### src/rtl/eprisc_uart_stimulus.sv
// UART frame generator: byte FIFO feeding a serialiser with configurable
// frame format, bit period, inter-frame gap and optional CTS gating.
module eprisc_uart_stimulus #(
   parameter int unsigned CLKS_PER_BIT = 256,
   parameter int unsigned DATA_BITS    = 8,
   parameter int unsigned PARITY       = 0,
   parameter int unsigned STOP_BITS    = 1,
   parameter int unsigned IDLE_BITS    = 0,
   parameter int unsigned FIFO_DEPTH   = 4,
   parameter int unsigned USE_CTS      = 0
) (
   input  logic                 iBoardClock,
   input  logic                 iBoardReset,
   input  logic [DATA_BITS-1:0] iWriteData,
   input  logic                 iWriteStrobe,
   input  logic                 iCTS,
   output logic                 oSerialTX,
   output logic                 oFull,
   output logic                 oEmpty,
   output logic                 oBusy,
   output logic                 oFrameDone,
   output logic                 oOverflow
);

   localparam int unsigned CW   = $clog2(CLKS_PER_BIT);
   localparam int unsigned AW   = $clog2(FIFO_DEPTH);
   localparam int unsigned CNTW = AW + 1;
   localparam int unsigned IW   = 4;

   localparam logic [CW-1:0]   BIT_RELOAD = CW'(CLKS_PER_BIT - 1);
   localparam logic [IW-1:0]   LAST_DATA  = IW'(DATA_BITS - 1);
   localparam logic [IW-1:0]   LAST_STOP  = IW'(STOP_BITS - 1);
   localparam logic [IW-1:0]   LAST_IDLE  = IW'(IDLE_BITS - 1);
   localparam logic [CNTW-1:0] DEPTH_CNT  = CNTW'(FIFO_DEPTH);

   // Reject unsupported configurations at elaboration
   if (CLKS_PER_BIT < 2) begin : gBadClks
      $error("CLKS_PER_BIT must be >= 2");
   end
   if (DATA_BITS < 5 || DATA_BITS > 9) begin : gBadData
      $error("DATA_BITS must be 5..9");
   end
   if (PARITY > 2) begin : gBadParity
      $error("PARITY must be 0, 1 or 2");
   end
   if (STOP_BITS < 1 || STOP_BITS > 2) begin : gBadStop
      $error("STOP_BITS must be 1 or 2");
   end
   if (IDLE_BITS > 15) begin : gBadIdle
      $error("IDLE_BITS must be 0..15");
   end
   if (FIFO_DEPTH < 2 || (FIFO_DEPTH & (FIFO_DEPTH - 1)) != 0) begin : gBadDepth
      $error("FIFO_DEPTH must be a power of two >= 2");
   end
   if (USE_CTS > 1) begin : gBadCts
      $error("USE_CTS must be 0 or 1");
   end

   typedef enum logic [2:0] {
      stIdle, stStart, stData, stParity, stStop, stGap
   } txState_t;

   txState_t             state;
   logic [CW-1:0]        bitCnt;
   logic [IW-1:0]        bitIdx;
   logic [DATA_BITS-1:0] shiftReg;
   logic                 parBit;

   logic [DATA_BITS-1:0] fifoMem [FIFO_DEPTH];
   logic [AW-1:0]        wrPtr;
   logic [AW-1:0]        rdPtr;
   logic [CNTW-1:0]      fifoCount;
   logic [CNTW-1:0]      nextCount;

   logic                 fifoFull;
   logic                 fifoNotEmpty;
   logic                 ctsOk;
   logic                 bitEnd;
   logic                 frameEnd;
   logic                 pop;
   logic                 pushOk;
   logic [DATA_BITS-1:0] headData;
   logic                 headParity;

   // Pop/push decisions and FIFO occupancy for this cycle
   always_comb begin
      fifoFull     = (fifoCount == DEPTH_CNT);
      fifoNotEmpty = (fifoCount != '0);
      ctsOk        = (USE_CTS == 0) || iCTS;
      bitEnd       = (bitCnt == '0);
      frameEnd     = bitEnd &&
                     ((state == stStop && bitIdx == LAST_STOP && IDLE_BITS == 0) ||
                      (state == stGap  && bitIdx == LAST_IDLE));
      pop          = fifoNotEmpty && ctsOk && (state == stIdle || frameEnd);
      pushOk       = iWriteStrobe && (!fifoFull || pop);
      headData     = fifoMem[rdPtr];
      headParity   = (PARITY == 1) ? ~^headData : ^headData;
      nextCount    = fifoCount;
      case ({pushOk, pop})
         2'b10:   nextCount = fifoCount + CNTW'(1);
         2'b01:   nextCount = fifoCount - CNTW'(1);
         default: nextCount = fifoCount;
      endcase
   end

   // FIFO storage (no reset needed: slots are only read after being written)
   always_ff @(posedge iBoardClock) begin
      if (pushOk) fifoMem[wrPtr] <= iWriteData;
   end

   // FIFO pointers, occupancy flags and overflow pulse
   always_ff @(posedge iBoardClock or negedge iBoardReset) begin
      if (!iBoardReset) begin
         wrPtr     <= '0;
         rdPtr     <= '0;
         fifoCount <= '0;
         oFull     <= 1'b0;
         oEmpty    <= 1'b1;
         oOverflow <= 1'b0;
      end else begin
         if (pushOk) wrPtr <= wrPtr + AW'(1);
         if (pop)    rdPtr <= rdPtr + AW'(1);
         fifoCount <= nextCount;
         oFull     <= (nextCount == DEPTH_CNT);
         oEmpty    <= (nextCount == '0);
         oOverflow <= iWriteStrobe && fifoFull && !pop;
      end
   end

   // Frame sequencer; a pop always launches a start bit, even on the last mark edge
   always_ff @(posedge iBoardClock or negedge iBoardReset) begin
      if (!iBoardReset) begin
         state      <= stIdle;
         bitCnt     <= '0;
         bitIdx     <= '0;
         shiftReg   <= '0;
         parBit     <= 1'b0;
         oSerialTX  <= 1'b1;
         oBusy      <= 1'b0;
         oFrameDone <= 1'b0;
      end else begin
         oFrameDone <= 1'b0;
         if (pop) begin
            state      <= stStart;
            bitCnt     <= BIT_RELOAD;
            shiftReg   <= headData;
            parBit     <= headParity;
            oSerialTX  <= 1'b0;
            oBusy      <= 1'b1;
            oFrameDone <= frameEnd;
         end else if (state != stIdle) begin
            if (!bitEnd) begin
               bitCnt <= bitCnt - CW'(1);
            end else begin
               bitCnt <= BIT_RELOAD;
               case (state)
                  stStart: begin
                     state     <= stData;
                     oSerialTX <= shiftReg[0];
                     shiftReg  <= {1'b0, shiftReg[DATA_BITS-1:1]};
                     bitIdx    <= '0;
                  end
                  stData: begin
                     if (bitIdx == LAST_DATA) begin
                        bitIdx <= '0;
                        if (PARITY != 0) begin
                           state     <= stParity;
                           oSerialTX <= parBit;
                        end else begin
                           state     <= stStop;
                           oSerialTX <= 1'b1;
                        end
                     end else begin
                        oSerialTX <= shiftReg[0];
                        shiftReg  <= {1'b0, shiftReg[DATA_BITS-1:1]};
                        bitIdx    <= bitIdx + IW'(1);
                     end
                  end
                  stParity: begin
                     state     <= stStop;
                     oSerialTX <= 1'b1;
                     bitIdx    <= '0;
                  end
                  stStop: begin
                     if (bitIdx == LAST_STOP) begin
                        bitIdx <= '0;
                        if (IDLE_BITS == 0) begin
                           state      <= stIdle;
                           oBusy      <= 1'b0;
                           oFrameDone <= 1'b1;
                        end else begin
                           state <= stGap;
                        end
                     end else begin
                        bitIdx <= bitIdx + IW'(1);
                     end
                  end
                  stGap: begin
                     if (bitIdx == LAST_IDLE) begin
                        bitIdx     <= '0;
                        state      <= stIdle;
                        oBusy      <= 1'b0;
                        oFrameDone <= 1'b1;
                     end else begin
                        bitIdx <= bitIdx + IW'(1);
                     end
                  end
                  default: begin
                     state     <= stIdle;
                     oSerialTX <= 1'b1;
                     oBusy     <= 1'b0;
                  end
               endcase
            end
         end
      end
   end

endmodule

### config.mk
export PLATFORM = sky130hd
export DESIGN_NAME = eprisc_uart_stimulus
export DESIGN_NICKNAME = d
export VERILOG_FILES = /design/src/rtl/eprisc_uart_stimulus.sv
export SDC_FILE = /design/constraint.sdc
export NUM_CORES = 1
export LEC_CHECK = 0
export CAP_MARGIN = 0
export CORE_ASPECT_RATIO = 1.75
export CORE_MARGIN = 3
export CORE_UTILIZATION = 50
export DETAILED_ROUTE_END_ITERATION = 8
export DONT_BUFFER_PORTS = 1
export PLACE_DENSITY = 0.72
export SLEW_MARGIN = 40
export SYNTH_ARGS = -nofsm -noshare
export SYNTH_HDL_FRONTEND = slang
export SYNTH_SLANG_ARGS = --single-unit
export TNS_END_PERCENT = 100
### constraint.sdc
create_clock -name iBoardClock -period 3.5 [get_ports iBoardClock]
set_clock_uncertainty 0.1 [all_clocks]
set_input_delay 1.05 -clock iBoardClock [delete_from_list [all_inputs] [get_ports iBoardClock]]
set_output_delay 1.05 -clock iBoardClock [all_outputs]
set_load 0.005 [all_outputs]
==> results of run 1 <==
-- cell type report --
cell class | count | area, µm² | area share
Clock buffer | 9 | 124 | 0.0345
Clock inverter | 7 | 98.8 | 0.0275
Inverter | 15 | 56.3 | 0.0157
Multi-Input combinational cell | 175 | 1330 | 0.369
Sequential cell | 68 | 1860 | 0.519
Tap cell | 80 | 100 | 0.0279
Timing Repair Buffer | 3 | 22.5 | 0.00627
-- worst max-delay path, delay by kind of cell, from the launching register on --
kind	cells	cell delay, ns
flip-flops	1	0.40
AND/OR/NAND/NOR	5	0.90
adder cells (fa/ha/maj)	2	0.58
buffers and inverters	2	0.18
AO/OA/AOI/OAI	3	0.78
-- cells in the mapped netlist, types with 3 or more instances --
cell type / number / area, µm²
sky130_fd_sc_hd__a211oi_1: 3 / 22.5
sky130_fd_sc_hd__a21oi_1: 5 / 25.0
sky130_fd_sc_hd__a31oi_1: 4 / 25.0
sky130_fd_sc_hd__and2_1: 6 / 37.5
sky130_fd_sc_hd__buf_2: 5 / 25.0
sky130_fd_sc_hd__dfrtp_1: 34 / 851
sky130_fd_sc_hd__edfxtp_1: 32 / 961
sky130_fd_sc_hd__ha_1: 7 / 87.6
sky130_fd_sc_hd__inv_1: 14 / 52.6
sky130_fd_sc_hd__mux2i_1: 9 / 90.1
sky130_fd_sc_hd__mux4_2: 8 / 180
sky130_fd_sc_hd__nand2_1: 30 / 113
sky130_fd_sc_hd__nand3_1: 6 / 30.0
sky130_fd_sc_hd__nor2_1: 10 / 37.5
sky130_fd_sc_hd__nor3_1: 7 / 35.0
sky130_fd_sc_hd__nor4_1: 3 / 18.8
sky130_fd_sc_hd__nor4b_1: 3 / 26.3
sky130_fd_sc_hd__o21ai_0: 21 / 105
sky130_fd_sc_hd__or3_1: 3 / 18.8
sky130_fd_sc_hd__xnor2_1: 7 / 61.3
sky130_fd_sc_hd__xor2_1: 4 / 35.0
-- registers in the layout, summed over array words and instances, names as in the netlist, 2 cells and up --
register,count
wrPtr,2
state,3
bitCnt,8
shiftReg,8
rdPtr,2
fifoMem,32
fifoCount,3
bitIdx,4
-- power groups by stage --
stage / logic [mW] / registers [mW] / clock network, mW
2_1_floorplan: 0.790 / 1.21 / 0
3_3_place_gp: 0.764 / 1.36 / 0
3_5_place_dp: 0.782 / 1.37 / 0
4_1_cts: 0.787 / 1.36 / 0.731
5_1_grt: 0.879 / 1.40 / 0.767
6_report: 0.776 / 1.35 / 0.710
-- path summary, 6_finish.rpt --
path / cells after the start / end / from / slack (ns)
worst max-delay path: 12 / fifoCount[2]$_DFF_PN0_ / bitCnt[0]$_DFFE_PN0N_ / 0.43
worst min-delay path: 0 / fifoCount[1]$_DFF_PN0_ / iBoardReset / 0.28
min in group iBoardClock: 2 / shiftReg[7]$_DFFE_PN0P_ / shiftReg[7]$_DFFE_PN0P_ / 0.46
worst min register to register: 2 / shiftReg[7]$_DFFE_PN0P_ / shiftReg[7]$_DFFE_PN0P_ / 0.46
worst max register to register: 12 / fifoCount[2]$_DFF_PN0_ / bitCnt[0]$_DFFE_PN0N_ / 0.43
max in group asynchronous: 0 / oSerialTX$_DFFE_PN1P_ / iBoardReset / 2.84
-- metal layers --
layer,up-vias,wire (µm)
met5,-,0
met1,978,2280
met4,0,169
met2,36,3090
li1,996,-
met3,11,212
-- placed cells by master, fill, tap and decap left out, types with 3 or more instances in the layout --
cell type	instances
sky130_fd_sc_hd__nor3_1	7
sky130_fd_sc_hd__xor2_1	4
sky130_fd_sc_hd__ha_1	7
sky130_fd_sc_hd__xnor2_1	7
sky130_fd_sc_hd__o21ai_0	21
sky130_fd_sc_hd__mux2i_1	9
sky130_fd_sc_hd__and2_1	6
sky130_fd_sc_hd__or3_1	3
sky130_fd_sc_hd__buf_4	3
sky130_fd_sc_hd__nand2_1	30
sky130_fd_sc_hd__clkinv_4	3
sky130_fd_sc_hd__nor2_1	10
sky130_fd_sc_hd__edfxtp_1	32
sky130_fd_sc_hd__nor4_1	3
sky130_fd_sc_hd__a31oi_1	4
sky130_fd_sc_hd__dfrtp_1	34
sky130_fd_sc_hd__inv_1	14
sky130_fd_sc_hd__nand3_1	6
sky130_fd_sc_hd__clkbuf_8	9
sky130_fd_sc_hd__mux4_2	8
sky130_fd_sc_hd__nor4b_1	3
sky130_fd_sc_hd__a21oi_1	5
-- cells by family after synthesis --
| logic type | count (synthesis) | share of synthesized area |
|---|---|---|
| AND/OR/NAND/NOR | 87 | 0.145 |
| AO/OA/AOI/OAI | 51 | 0.107 |
| XOR/XNOR | 11 | 0.0290 |
| buffers and inverters | 27 | 0.0403 |
| adder cells (fa/ha/maj) | 8 | 0.0324 |
| multiplexers | 18 | 0.0848 |
| flip-flops | 68 | 0.561 |
-- through the flow --
stage               cells  power (mW)  instance area [µm²]
floorplan             270        2.00                 3320
global placement      341        2.12                 3370
detailed placement    341        2.16                 3370
CTS                   357        2.88                 3590
global route          357        3.04                 3590
finish                357        2.84                 3590
==> results list, run 1 <==
* Min cycle time layout: 3.07 ns
- Of the cells placed in the final design, the portion with a size suffix greater than 1 is 0.170.
- In this run the post-CTS setup repair buffer count came out at 0.
* Clock Path Buffers: 2
- Maximum number of pins on one net before global-route repair: 37
- After detailed routing, the average wire length per cell comes to 16.1 µm.
- For this run, global-route usage on met2 was measured as 0.293.
* Type of the tightest min-delay check: in2async
- Worst slack on hold paths: 0.285 ns
- Switching pwr: 968 µW
- CTS root buffer: sky130_fd_sc_hd__clkbuf_8
* Final Max Slew Viols: 0
- Per-instance average area after synthesis: 12.3 µm²
- Power share of the combinational group: 0.273
- The share of the Yosys chip area taken by registers is 0.561.
* Critical path data arrival time: 3.20 ns
- Fraction of registers with async set or reset after synthesis: 0.529
- Internal power: 1.87 mW
- Total Wirelength: 5750 µm
- Initial standard-cell utilization of the core: 0.525
- Dividing total power by cell area gives a power density of 790 nW/µm².
- Kind of launch point of the worst setup path: register
- Total nets after synthesis: 290
- Core occupancy in the finished layout: 0.568
- First-pass iteration count of the detailed router: 4
- The number of endpoints with negative hold slack in the final report is 0.
- The slowest stage of the critical path belongs to the cell sky130_fd_sc_hd__dfrtp_1.
- Chip Width: 67.6 µm
- At the placement stage, the worst setup path has a slack of 0.436 ns.
- Antenna violations before repair: 0
- The first global-routing pass estimated 10100 µm of wire.
* Critical path type: reg2reg
- After detailed routing, the number of remaining DRC violations is 0.
- Once detail routing completed, the nets flagged for antenna violations numbered 0.
- CP required: 3.63 ns
- Worst slew margin relative to its limit: 0.600
- Counting flops with a built-in enable in the synthesized netlist gives 32.
- Max stage delay on crit path: 0.40 ns
- Final setup viols: 0
* Insertion delay to the later sink of the worst-skew pair: 0.35 ns
- The area growth from synthesis to layout is 8.21%.
- Post-layout worst setup margin: 0.432 ns
* Biggest fanout along the worst timing path: 5
- The share of total power dissipated in the clock network is 0.250.
- Unrepaired setup endpoints after global routing: false
* Grt met3 use: 0.0542
- Critical Path, Cell by Cell: inv_1, ha_1, nor3b_2, o2111ai_2, a211oi_2, nand2_1, fa_1, inv_1, nand2_1, and2_2, a211o_1, or2_1
* Count of standard-cell rows: 38
- After filler insertion, the fill cell instance count of the layout stands at 523.
- Detailed placement finished with a half-perimeter wire length of 4040 µm.
- For the pin with the worst max-slew slack, the measured transition is 0.597 ns.
- Number of violations reported at the end of detailed-routing iteration 0: 111
* GRT Max-Usage Layer: met2
- Counting every instance in the synthesized netlist gives 270.
- Static timing analysis puts the maximum clock frequency at 0.326 GHz.
- Cell variety after synth: 61
* Predominant post-synthesis flop cell: sky130_fd_sc_hd__dfrtp_1
- During I/O placement, the number of pins put on the boundary was 18.
- In the final design database the tool counted 292 nets.
- Of the total power, registers draw 0.477.
- For this run, the total global-route usage over all layers was measured as 0.180.
- TritonCTS built the clock tree.
- Count of buffers inserted at the top-level ports: 0
* Yosys warning total: 0
- Outcome: finished, final reports clean
* H-Tree Level Count: 3
- The number of hold buffers added after CTS was 0.
- Worst VDD drop: 0.408 mV
- Inserted Clock Buffers: 9
* Placer Congestion: 0.862
- Ratio of final minimum period to clock period: 0.877
- Met1 usage in global routing: 0.195
- Dividing the detail-routed via count by the number of cells gives 5.66.
- Summed over all failing endpoints, the final setup total negative slack is 0 ns.
- Global routing finished with a remaining overflow of 0.
- Number of gates given a new drive strength after cts: 0
* Placeable core region: 6320 µm²
* Max cap viols: 0
* Number of diodes: 0
- Cell area after synthesis: 3320 µm²
* Number of clock sinks seen by CTS: 68
- Switching Fraction: 0.341
* Leakage power: 1.33 nW
- Measured along the y axis, the die boundary spans 114 µm.
- Total Die Area: 7690 µm²
- Number of global-route vias before repair: 2166
- Clock-pin slew was measured on the worst setup and hold paths at 0.08 ns.
- Number of vias after detailed routing: 2021
- STA classifies the critical path endpoint as a register.
- Seq cells post-synth: 68
Power figures use the tool's default switching activity.
==> inputs of run 2 (changes only) <==
--- a/config.mk
+++ b/config.mk
@@ -5,7 +5,7 @@
 export SDC_FILE = /design/constraint.sdc
 export NUM_CORES = 1
 export LEC_CHECK = 0
-export CAP_MARGIN = 0
+export CAP_MARGIN = 20
 export CORE_ASPECT_RATIO = 1.75
 export CORE_MARGIN = 3
 export CORE_UTILIZATION = 50
==> results of run 2 <==
No change in the layout: final DEF, timing and power equal those of run 1.
==> inputs of run 3 (changes only) <==
--- a/config.mk
+++ b/config.mk
@@ -5,10 +5,10 @@
 export SDC_FILE = /design/constraint.sdc
 export NUM_CORES = 1
 export LEC_CHECK = 0
-export CAP_MARGIN = 20
 export CORE_ASPECT_RATIO = 1.75
-export CORE_MARGIN = 3
+export CORE_MARGIN = 4
 export CORE_UTILIZATION = 50
+export CTS_BUF_LIST = sky130_fd_sc_hd__clkbuf_4
 export DETAILED_ROUTE_END_ITERATION = 8
 export DONT_BUFFER_PORTS = 1
 export PLACE_DENSITY = 0.72
==> run 3 against run 2 <==
Sequential power about the same. Combinational power grew 1%. Non-clock buffer count did not move. Wire length rose by 2.9%. Critical endpoint unchanged. Highest routed layer unchanged.
==> results list, run 3 (synthesized netlist as in run 1, its figures left out) <==
- Outcome: finished, final reports clean
* First-pass iteration count of the detailed router: 4 (unchanged)
- The net total in the final layout came to 292 (unchanged).
- Switching Fraction: 0.373 (+0.0322)
- In this run the critical register-to-register path is captured at fifoCount[2]$_DFF_PN0_.
- Unrepaired setup endpoints after global routing: false
- Biggest fanout along the worst timing path: 5 (unchanged)
- The worst setup path is launched from a register.
* TNS Setup: 0 ns (unchanged)
* Final Hold Vio Count: 0 (unchanged)
* Reg2Reg Depth: 12 (unchanged)
- Placeable core region: 6490 µm² (+2.6%)
* Number of clock sinks seen by CTS: 68 (unchanged)
- The global placer's final weighted congestion is 0.892 (+3.5%).
- The die area is 8060 µm² (+4.8%).
- The register-to-register path setup slack was 0.39 ns (-0.04 ns).
* Most common library cell in the layout ignoring fill and taps: sky130_fd_sc_hd__dfrtp_1
- The fraction of the cycle the final worst path needs was 0.889 (+0.0127).
* HPWL after detailed placement: 4170 µm (+3.2%)
- Vias per cell: 5.71 (+0.88%)
- The number of flip-flops in the largest register is 32 (unchanged).
* Internal power: 1.61 mW (-14%)
- The initial core utilization is 0.512 (-0.0135).
- Post-layout worst setup margin: 0.388 ns (-0.0445 ns)
* Reg-to-reg critical path startpoint: bitCnt[0]$_DFFE_PN0N_
- The proportion of power drawn by the clock network came to 0.169 (-0.081).
* Maximum number of pins on one net before global-route repair: 37 (unchanged)
* Post-detailed-route count of antenna-violating nets: 0 (unchanged)
* Critical path data arrival time: 3.31 ns (+0.11 ns)
- The depth of the CTS H-tree is 3 (unchanged).
- Sum of internal, switching and leakage power: 2.57 mW (-9.4%)
- GRT Max-Usage Layer: met2
- fifoMem holds more flip-flops than any other register.
- Share of power burned in registers: 0.525 (+0.048)
* Count of buffers inserted at the top-level ports: 0 (unchanged)
- The largest registers in the layout are fifoMem (32), bitCnt (8), shiftReg (8).
* Count of standard-cell rows: 39 (+2.6%)
* Die H: 116 µm (+1.8%)
- The combinational power share was 0.306 (+0.033).
- The met1 routing resource usage after global routing came to 0.180 (-0.0153).
- Worst slack on hold paths: 0.217 ns (-0.0681 ns)
* TritonCTS clock tree: done
- The cell count after placement came to 343 (+0.59%).
- Most frequent cells in the layout: 34 x sky130_fd_sc_hd__dfrtp_1, 32 x sky130_fd_sc_hd__edfxtp_1, 30 x sky130_fd_sc_hd__nand2_1
* Critical path type: reg2reg
* Share of cells above drive strength 1: 0.170 (unchanged)
- Final setup viols: 0 (unchanged)
- Antenna violations before repair: 1 (+1)
- Worst VDD drop: 0.480 mV (+18%)
- The cell sitting at the root of the clock tree is a sky130_fd_sc_hd__clkbuf_4.
* Total routing usage reported by global routing: 0.169 (-0.0102)
- Overflow left after global routing: 0 (unchanged)
- Switching pwr: 959 µW (-0.87%)
- The insertion delay to the later sink of the worst-skew pair is 0.41 ns (+0.06 ns).
- Post-Layout Cell Count: 360 (+0.84%)
* Leakage power: 1.27 nW (-4.5%)
* Worst setup path startpoint: bitCnt[0]$_DFFE_PN0N_
* Global-route met2 utilization: 0.301 (+0.00824)
- The maximum number of buffers from clock root to sink is 2 (unchanged).
- The post-cts repair resize count came to 0 (unchanged).
* Inserted Clock Buffers: 9 (unchanged)
- The I/O pin count came to 18 (unchanged).
- Worst-path clk slew: 0.12 ns (+0.04 ns)
- The hold buffer count at cts was 0 (unchanged).
* Sort of element at the end of the critical path: register
* Final Max Slew Viols: 0 (unchanged)
- The number of max-cap violations came to 0 (unchanged).
- Synthesis-to-layout area growth: 5.24%
- The post-CTS setup repair buffer count came to 0 (unchanged).
* Min cycle time layout: 3.11 ns (+0.0445 ns)
* CP required: 3.70 ns (+0.07 ns)
- The width of the chip came to 69.6 µm (+3.0%).
- The global-route wire length before repair was 10400 µm (+3.2%).
* Worst Tran Pin Value: 0.583 ns (-0.0141 ns)
- Peak Freq: 0.321 GHz (-1.4%)
- Post-place setup slack: 0.418 ns (-0.0176 ns)
* Number of global-route vias before repair: 2136 (-1.4%)
- Grt met3 use: 0.0399 (-0.0143)
- The post-detailed-routing wire length was 5920 µm (+2.9%).
- Worst slew margin relative to its limit: 0.610 (+0.00946)
* Number of vias after detailed routing: 2056 (+1.7%)
- Post-detailed-route wirelength per cell: 16.4 µm (+2.1%)
- The iteration-0 DRC count of the detailed router is 103 (-7.2%).
* Power density normalized to cell area: 736 nW/µm² (-6.9%)
- Type of the tightest min-delay check: in2async
- Detailed-route DRC error count: 0 (unchanged)
## run 3: cell types whose count changed in the layout (fill, tap and decap cells not counted), sizes merged
cell	change
clkinvlp	+4
bufinv	-2
clkinv	-2
diode	+1
## run 3: worst max-delay path: stages (launching register included)
cell                        delay, ns
sky130_fd_sc_hd__dfrtp_1         0.41
sky130_fd_sc_hd__inv_1           0.09
sky130_fd_sc_hd__ha_1            0.18
sky130_fd_sc_hd__nor3b_2         0.34
sky130_fd_sc_hd__o2111ai_2       0.22
sky130_fd_sc_hd__a211oi_2        0.25
sky130_fd_sc_hd__nand2_1         0.12
sky130_fd_sc_hd__fa_1            0.41
sky130_fd_sc_hd__inv_1           0.09
sky130_fd_sc_hd__nand2_1         0.07
sky130_fd_sc_hd__and2_2          0.18
sky130_fd_sc_hd__a211o_1         0.32
sky130_fd_sc_hd__or2_1           0.21
## run 3: worst max path at each step
stage,endpoint,slack (ns),cells after the start
after global placement,fifoCount[2]$_DFF_PN0_,0.47,12
after CTS,fifoCount[2]$_DFF_PN0_,0.38,12
after floorplan,fifoCount[2]$_DFF_PN0_,0.38,13
after detailed placement,fifoCount[2]$_DFF_PN0_,0.42,12
after global routing,fifoCount[2]$_DFF_PN0_,0.10,12
final,fifoCount[2]$_DFF_PN0_,0.39,12
## run 3: power groups by stage
stage	clock network, mW	logic (mW)	registers [mW]
3_5_place_dp	0	0.790	1.37
5_1_grt	0.490	0.903	1.40
6_report	0.434	0.787	1.35
4_1_cts	0.457	0.796	1.36
2_1_floorplan	0	0.790	1.21
3_3_place_gp	0	0.766	1.36
## run 3: layout make-up
type / instances / area [µm²]
Antenna cell: 1 / 2.50
Clock buffer: 9 / 67.6
Clock inverter: 7 / 51.3
Fill cell: 568 / 3000
Inverter: 15 / 56.3
Multi-Input combinational cell: 175 / 1330
Sequential cell: 68 / 1860
Tap cell: 82 / 103
Timing Repair Buffer: 3 / 22.5
## run 3: layer usage
| metal | wire length [µm] | up-vias |
|---|---|---|
| met5 | 0 | - |
| met4 | 97 | 0 |
| met3 | 189 | 10 |
| met2 | 3340 | 29 |
| met1 | 2290 | 1022 |
| li1 | - | 995 |
## run 3: metrics by stage
step                utilization  instance area, µm²
global placement          0.520                3370
CTS                       0.538                3490
finish                    0.538                3490
floorplan                     -                3320
detailed placement        0.520                3370
global route              0.538                3490
